--- src/rtl/otter_mem_pkg.sv ---
// Shared memory-side definitions for the cache controller, burst master and memory model.
// Holds line geometry and the burst sequencing states.
package otter_mem_pkg;

  localparam int WORD_W        = 32;
  localparam int BURST_LEN     = 4;
  localparam int LINE_W        = WORD_W * BURST_LEN;
  localparam int LINE_OFF_BITS = $clog2(LINE_W / 8);

  typedef enum logic [1:0] {
    IDLE = 2'd0,
    RD   = 2'd1,
    WR   = 2'd2,
    RESP = 2'd3
  } burst_state_t;

  typedef logic [LINE_W-1:0] line_t;

endpackage

--- src/rtl/line_burst_master.sv ---
// Whole-line burst initiator toward single-port main memory: fills assemble BURST_LEN beats
// into one line, writebacks stream a buffered line out one beat per MEMVALID.
module line_burst_master #(
  parameter int WORD_W    = otter_mem_pkg::WORD_W,
  parameter int BURST_LEN = otter_mem_pkg::BURST_LEN,
  parameter int ADDR_W    = 32
) (
  input  logic                        CLK,
  input  logic                        RST,
  input  logic                        req_valid,
  output logic                        req_ready,
  input  logic                        req_we,
  input  logic [ADDR_W-1:0]           req_addr,
  input  logic [WORD_W*BURST_LEN-1:0] req_line,
  output logic                        resp_valid,
  output logic [WORD_W*BURST_LEN-1:0] resp_line,
  output logic                        busy,
  output logic                        RE,
  output logic                        WE,
  output logic [ADDR_W-1:0]           ADDR,
  output logic [WORD_W-1:0]           DATA_IN,
  input  logic [WORD_W-1:0]           DATA_OUT,
  input  logic                        MEMVALID
);
  import otter_mem_pkg::*;

  localparam int LINE_BITS = WORD_W * BURST_LEN;
  localparam int LB        = $clog2(LINE_BITS / 8);
  localparam int BEAT_W    = $clog2(BURST_LEN);
  localparam logic [BEAT_W-1:0] LAST_BEAT = BEAT_W'(BURST_LEN - 1);
  localparam logic [ADDR_W-1:0] OFF_MASK  = {{(ADDR_W-LB){1'b0}}, {LB{1'b1}}};

  burst_state_t          state_reg;
  logic [BEAT_W-1:0]     beat_reg;
  logic [LINE_BITS-1:0]  wbuf_reg;
  logic [LINE_BITS-1:0]  fill_reg;
  logic [LINE_BITS-1:0]  fill_next;
  logic [WORD_W-1:0]     wbuf_word [BURST_LEN];

  // fill_next is the assembly register with the current beat merged in, so the
  // final beat lands in resp_line on the same edge that enters RESP.
  generate
    for (genvar gi = 0; gi < BURST_LEN; gi++) begin : g_words
      assign wbuf_word[gi] = wbuf_reg[gi*WORD_W +: WORD_W];
      assign fill_next[gi*WORD_W +: WORD_W] =
        (beat_reg == BEAT_W'(gi)) ? DATA_OUT : fill_reg[gi*WORD_W +: WORD_W];
    end
  endgenerate

  assign DATA_IN   = (state_reg == WR) ? wbuf_word[beat_reg] : '0;
  assign busy      = (state_reg != IDLE);
  assign req_ready = (state_reg == IDLE) && !RST;

  always_ff @(posedge CLK or posedge RST) begin
    if (RST) begin
      state_reg  <= IDLE;
      beat_reg   <= '0;
      wbuf_reg   <= '0;
      fill_reg   <= '0;
      resp_line  <= '0;
      resp_valid <= 1'b0;
      RE         <= 1'b0;
      WE         <= 1'b0;
      ADDR       <= '0;
    end else begin
      resp_valid <= 1'b0;
      case (state_reg)
        IDLE: begin
          if (req_valid) begin
            ADDR      <= req_addr & ~OFF_MASK;
            wbuf_reg  <= req_line;
            beat_reg  <= '0;
            RE        <= !req_we;
            WE        <= req_we;
            state_reg <= req_we ? WR : RD;
          end
        end
        RD: begin
          if (MEMVALID) begin
            fill_reg <= fill_next;
            beat_reg <= beat_reg + BEAT_W'(1);
            if (beat_reg == LAST_BEAT) begin
              RE         <= 1'b0;
              resp_line  <= fill_next;
              resp_valid <= 1'b1;
              state_reg  <= RESP;
            end
          end
        end
        WR: begin
          if (MEMVALID) begin
            beat_reg <= beat_reg + BEAT_W'(1);
            if (beat_reg == LAST_BEAT) begin
              WE         <= 1'b0;
              resp_valid <= 1'b1;
              state_reg  <= RESP;
            end
          end
        end
        RESP: begin
          state_reg <= IDLE;
        end
        default: begin
          state_reg <= IDLE;
        end
      endcase
    end
  end

endmodule

--- config.mk ---
export PLATFORM = sky130hd
export DESIGN_NAME = line_burst_master
export DESIGN_NICKNAME = d
export VERILOG_FILES = /design/src/rtl/otter_mem_pkg.sv /design/src/rtl/line_burst_master.sv
export SDC_FILE = /design/constraint.sdc
export NUM_CORES = 1
export LEC_CHECK = 0
export BUFFER_PORTS_ARGS = -buffer_cell sky130_fd_sc_hd__buf_2
export CORE_MARGIN = 10
export CORE_UTILIZATION = 35
export DETAILED_ROUTE_END_ITERATION = 12
export PLACE_DENSITY = 0.67
export SLEW_MARGIN = 15
export SYNTH_ARGS = -nofsm -noshare
export SYNTH_HDL_FRONTEND = slang
export SYNTH_SLANG_ARGS = --single-unit
--- constraint.sdc ---
create_clock -name CLK -period 32.3 [get_ports CLK]
set_input_delay 4.845 -clock CLK [delete_from_list [all_inputs] [get_ports CLK]]
set_output_delay 4.845 -clock CLK [all_outputs]
set_load 0.02 [all_outputs]
# ---- Yosys cells after proc, flatten, opt, wreduce, memory -nomap -nowiden
# Cells that the tools add are included.
dict set report classes {
  addsub 1
  order_cmp 1
  n_eq_ne 13
  n_mux 25
  n_bitwise 1
  n_reduce_logical 17
}
# operator count
set op_table {}
lappend op_table {{$mux 32} 7}
lappend op_table {{$bmux 32 s2} 1}
lappend op_table {{$mux 2} 6}
lappend op_table {{$reduce_and 3->1} 3}
lappend op_table {{$eq 2x2->1 const B} 4}
lappend op_table {{$ne 2x2->1 const B} 4}
lappend op_table {{$reduce_and 4->1} 2}
lappend op_table {{$reduce_bool 2->1} 4}
lappend op_table {{$mux 1} 7}
lappend op_table {{$ne 2x1->1 const B} 3}
lappend op_table {{$pmux 2 s3} 1}
lappend op_table {{$eq 2x1->1 const B} 2}
lappend op_table {{$logic_not 2->1} 2}
lappend op_table {{$pmux 1 s2} 2}
lappend op_table {{$pmux 2 s2} 1}
lappend op_table {{$reduce_and 2->1} 2}
lappend op_table {{$ge 3x3->1 const B} 1}
lappend op_table {{$not 2->3} 1}
lappend op_table {{$add 2x1->2 const B} 1}
lappend op_table {{$logic_not 1->1} 2}
lappend op_table {{$reduce_or 2->1} 1}
lappend op_table {{$logic_and 1x1->1} 1}
dict set report totals {
  ff_bits 419
  inputBits 197
  wordCells 67
}

# ---- Longest topological paths before layout
dict set report depth {
  word_depth 5
  depth_mapped 9
  ltp_nobuf 5
}

# ---- Worst setup path before layout
# Ideal clock, no wire load.
dict set report synth_path {
  path_type {input to output}
  start {input RST}
  end {output req_ready}
  arrival_time_ns 5.149
  t_required_ns 27.455
  setup_slack_ns 22.306
  stages 1
  path_buffers 0
  path_cell_list {nor2b_1}
}
dict set report synth_via {
  elab_chain_len 2
}
# element line
set synth_lines {}
lappend synth_lines {{start: declaration} line_burst_master.sv:9} ;# input logic RST,
lappend synth_lines {{$logic_not 1->1 (no line)} -}
lappend synth_lines {{$logic_and 1x1->1} line_burst_master.sv:52} ;# assign req_ready = (state_reg == IDLE) && !RST;
lappend synth_lines {{end: declaration} line_burst_master.sv:11} ;# output logic req_ready,
# No other way between the ends.

# ---- Final worst setup path
# Ends and elaborated chain as after synthesis.

==> impl_metrics.json <==
{
  "status": "finished, final reports clean",
  "syn_area_um2": 17900,
  "rsz0062_at_grt": "no",
  "ant_nets": 0,
  "worstPathArrival_ps": 5250,
  "critPathKind": "input port to output pin",
  "finalCriticalPeriod_ps": 10100,
  "nets": 1871,
  "reg2reg_to": "resp_line[31]$_DFFE_PP0P_",
  "rr_worst_depth": 5,
  "finalInstanceArea_um2": 21900,
  "synthCells": 1298,
  "areaGrowthSynthToFinish_pct": 22.2,
  "vias": 11400,
  "cts_tree": "done",
  "hp-start": "resp_line[63]$_DFFE_PP0P_",
  "timing.slew.headroom": 0.280,
  "power_density_nw_per_um2": 103,
  "hold_violations": 0,
  "post-cts-setup-buffer-count": 0,
  "synth_ff_type": "dfrtp_1",
  "numCtsBuffers": 47,
  "initialDrtViolationCount": 541,
  "r2r-start": "beat_reg[1]$_DFFE_PP0P_",
  "worstHoldEndpoint": "resp_line[63]$_DFFE_PP0P_",
  "coreArea_um2": 50400,
  "yosysTopAreaCell": "dfrtp_1",
  "crit_start": "RST",
  "cp_slowest_cell": "buf_2",
  "grt_pass1_vias": 12300,
  "period_share": 0.313,
  "startpoint_type": "input port",
  "critPathTopFamily": "buffers and inverters",
  "wl_per_cell_um": 19.5,
  "rrSetupSlack_ps": 28550,
  "clock_sinks": 419,
  "cts_resized": 0,
  "postCtsHoldBufs": 0,
  "yosys_warnings": 0,
  "cp.required_ps": 27450,
  "drt_wl_total_mm": 46.2,
  "max_stage_delay_ps": 170,
  "htreeDepth": 2,
  "rows": 82,
  "ios": 394,
  "finalSetupViolCount": 0,
  "dieWidth_um": 246,
  "die_height_um": 246,
  "worstMarginPinSlew_ps": 1080,
  "cts_buffer_depth": 3,
  "synthMostInstantiatedCell": "dfrtp_1",
  "async_flop_share": 1.00,
  "maxCapViolCount": 0,
  "via_per_inst": 4.82,
  "synth_area_leaders": "dfrtp_1, mux2_2, mux2i_1",
  "path_common_cell": "buf_2",
  "synth_enable_flop_cells": 0,
  "ys_seq_area_frac": 0.586,
  "slew_viol_final": 0,
  "clk_latency_ps": 570,
  "ir_drop_v": 0.0000553,
  "cp_cell_sequence": "buf_2, nor2b_1, buf_2",
  "start_util": 0.355,
  "drc": 0,
  "holdPathStages": 2,
  "antenna_found_initial": 12,
  "syn-mean-instance-area_um2": 13.8,
  "clockRootBuffer": "clkbuf_16",
  "grt_pass1_wl_mm": 71.4,
  "layout-drive-gt1-share": 0.470,
  "cts.clk_slew.worst_paths_ps": 60,
  "yosys_register_bits": 419,
  "grt_start_max_net_pins": 153,
  "dpl.hpwl_mm": 31.8,
  "gp_congestion": 0.795,
  "drt_pre_antenna_iters": 4,
  "post_synth_num_cell_types": 26,
  "p_leak_uw": 0.0104,
  "synth_common_cells": "dfrtp_1, mux2_2, mux2i_1",
  "crit_fanout": 2,
  "end_kind": "output pin",
  "grt_overflow": 0,
  "critPathBufInv": 2,
  "place_area_um2": 20400,
  "skew_ps": 14.2,
  "setup_tns_ps": 0,
  "io_buffers": 385,
  "die-area_um2": 60600,
  "fmaxAchievable_mhz": 99.1,
  "hp-class": "register to register",
  "netlist.area_leader.share": 0.586,
  "track_usage": 0.150
}
## worst register-to-register path, delay by kind of cell, from the launching register on
| kind | cells | cell delay, ps |
|---|---|---|
| AND/OR/NAND/NOR | 1 | 490 |
| flip-flops | 1 | 780 |
| AO/OA/AOI/OAI | 1 | 330 |
| buffers and inverters | 2 | 1570 |
| adder cells (fa/ha/maj) | 1 | 430 |
## worst max-delay path by stage
stage / to / depth (start not counted)
after global routing: req_ready / 3
after detailed placement: req_ready / 3
after floorplan: ADDR[10]$_DFFE_PP0P_ / 1
after global placement: req_ready / 3
final: req_ready / 3
after CTS: req_ready / 3
## power by group
part	total (uW)	switching [uW]	internal, uW
Clock	513	208	304
Sequential	904	136	768
Combinational	830	429	400
## kinds of logic after synthesis
| kind of cell | Yosys count | synth area share |
|---|---|---|
| compound gates | 135 | 0.0381 |
| fa+ha+maj | 11 | 0.00769 |
| buf+inv | 96 | 0.0286 |
| flops | 419 | 0.586 |
| mux | 451 | 0.295 |
| other cells | 1 | 0.000209 |
| simple gates | 185 | 0.0453 |
## per-stage QoR
| stage | utilization | worst slack (ps) | power (uW) | cells | hold slack (ps) |
|---|---|---|---|---|---|
| 2_1_floorplan | - | 15790 | 1490 | 1301 | 464 |
| 3_3_place_gp | 0.405 | 22190 | 1730 | 2286 | 458 |
| 3_5_place_dp | 0.405 | 22200 | 1760 | 2286 | 466 |
| 4_1_cts | 0.434 | 22200 | 2280 | 2368 | 478 |
| 5_1_grt | 0.434 | 22180 | 2390 | 2368 | 483 |
| 6_report | 0.434 | 22200 | 2250 | 2372 | 470 |
## per-layer routing
layer | routed length [um] | part of all wire | global-route usage | up-vias
li1 | - | - | - | 5318
met1 | 18500 | 0.40 | 0.174 | 5669
met2 | 22000 | 0.47 | 0.249 | 358
met3 | 4620 | 0.10 | 0.0665 | 79
met4 | 995 | 0.022 | 0.0390 | 20
met5 | 115 | 0.0025 | 0 | -
## cell type report
class                      instances  area, um^2
inverter                           7        33.8
sequential                       419       10500
timing repair buffer             402        2070
tap                              672         841
clock inverter                    14         129
clock buffer                      68        1350
multi-input combinational        786        6970
antenna                            4        10.0
fill                            4728       28500
## cell usage in the layout (no fill, tap or decap), types with 2 or more instances in the layout
cell type,n
ha_1,7
mux2_2,282
mux2_1,4
a21oi_1,2
diode_2,4
nand2_1,131
nor2_1,3
nand2b_1,2
ha_2,4
o21ai_0,131
bufinv_16,2
clkbuf_16,49
nand3_2,4
inv_1,6
and2_1,32
dfrtp_2,2
nor3_1,2
dfrtp_1,417
clkbuf_1,14
clkbuf_8,5
buf_4,16
mux2i_1,133
conb_1,4
nor2b_1,6
clkinvlp_4,2
mux4_2,32
clkinv_2,9
buf_2,385
(Power assumes the default switching activity.)
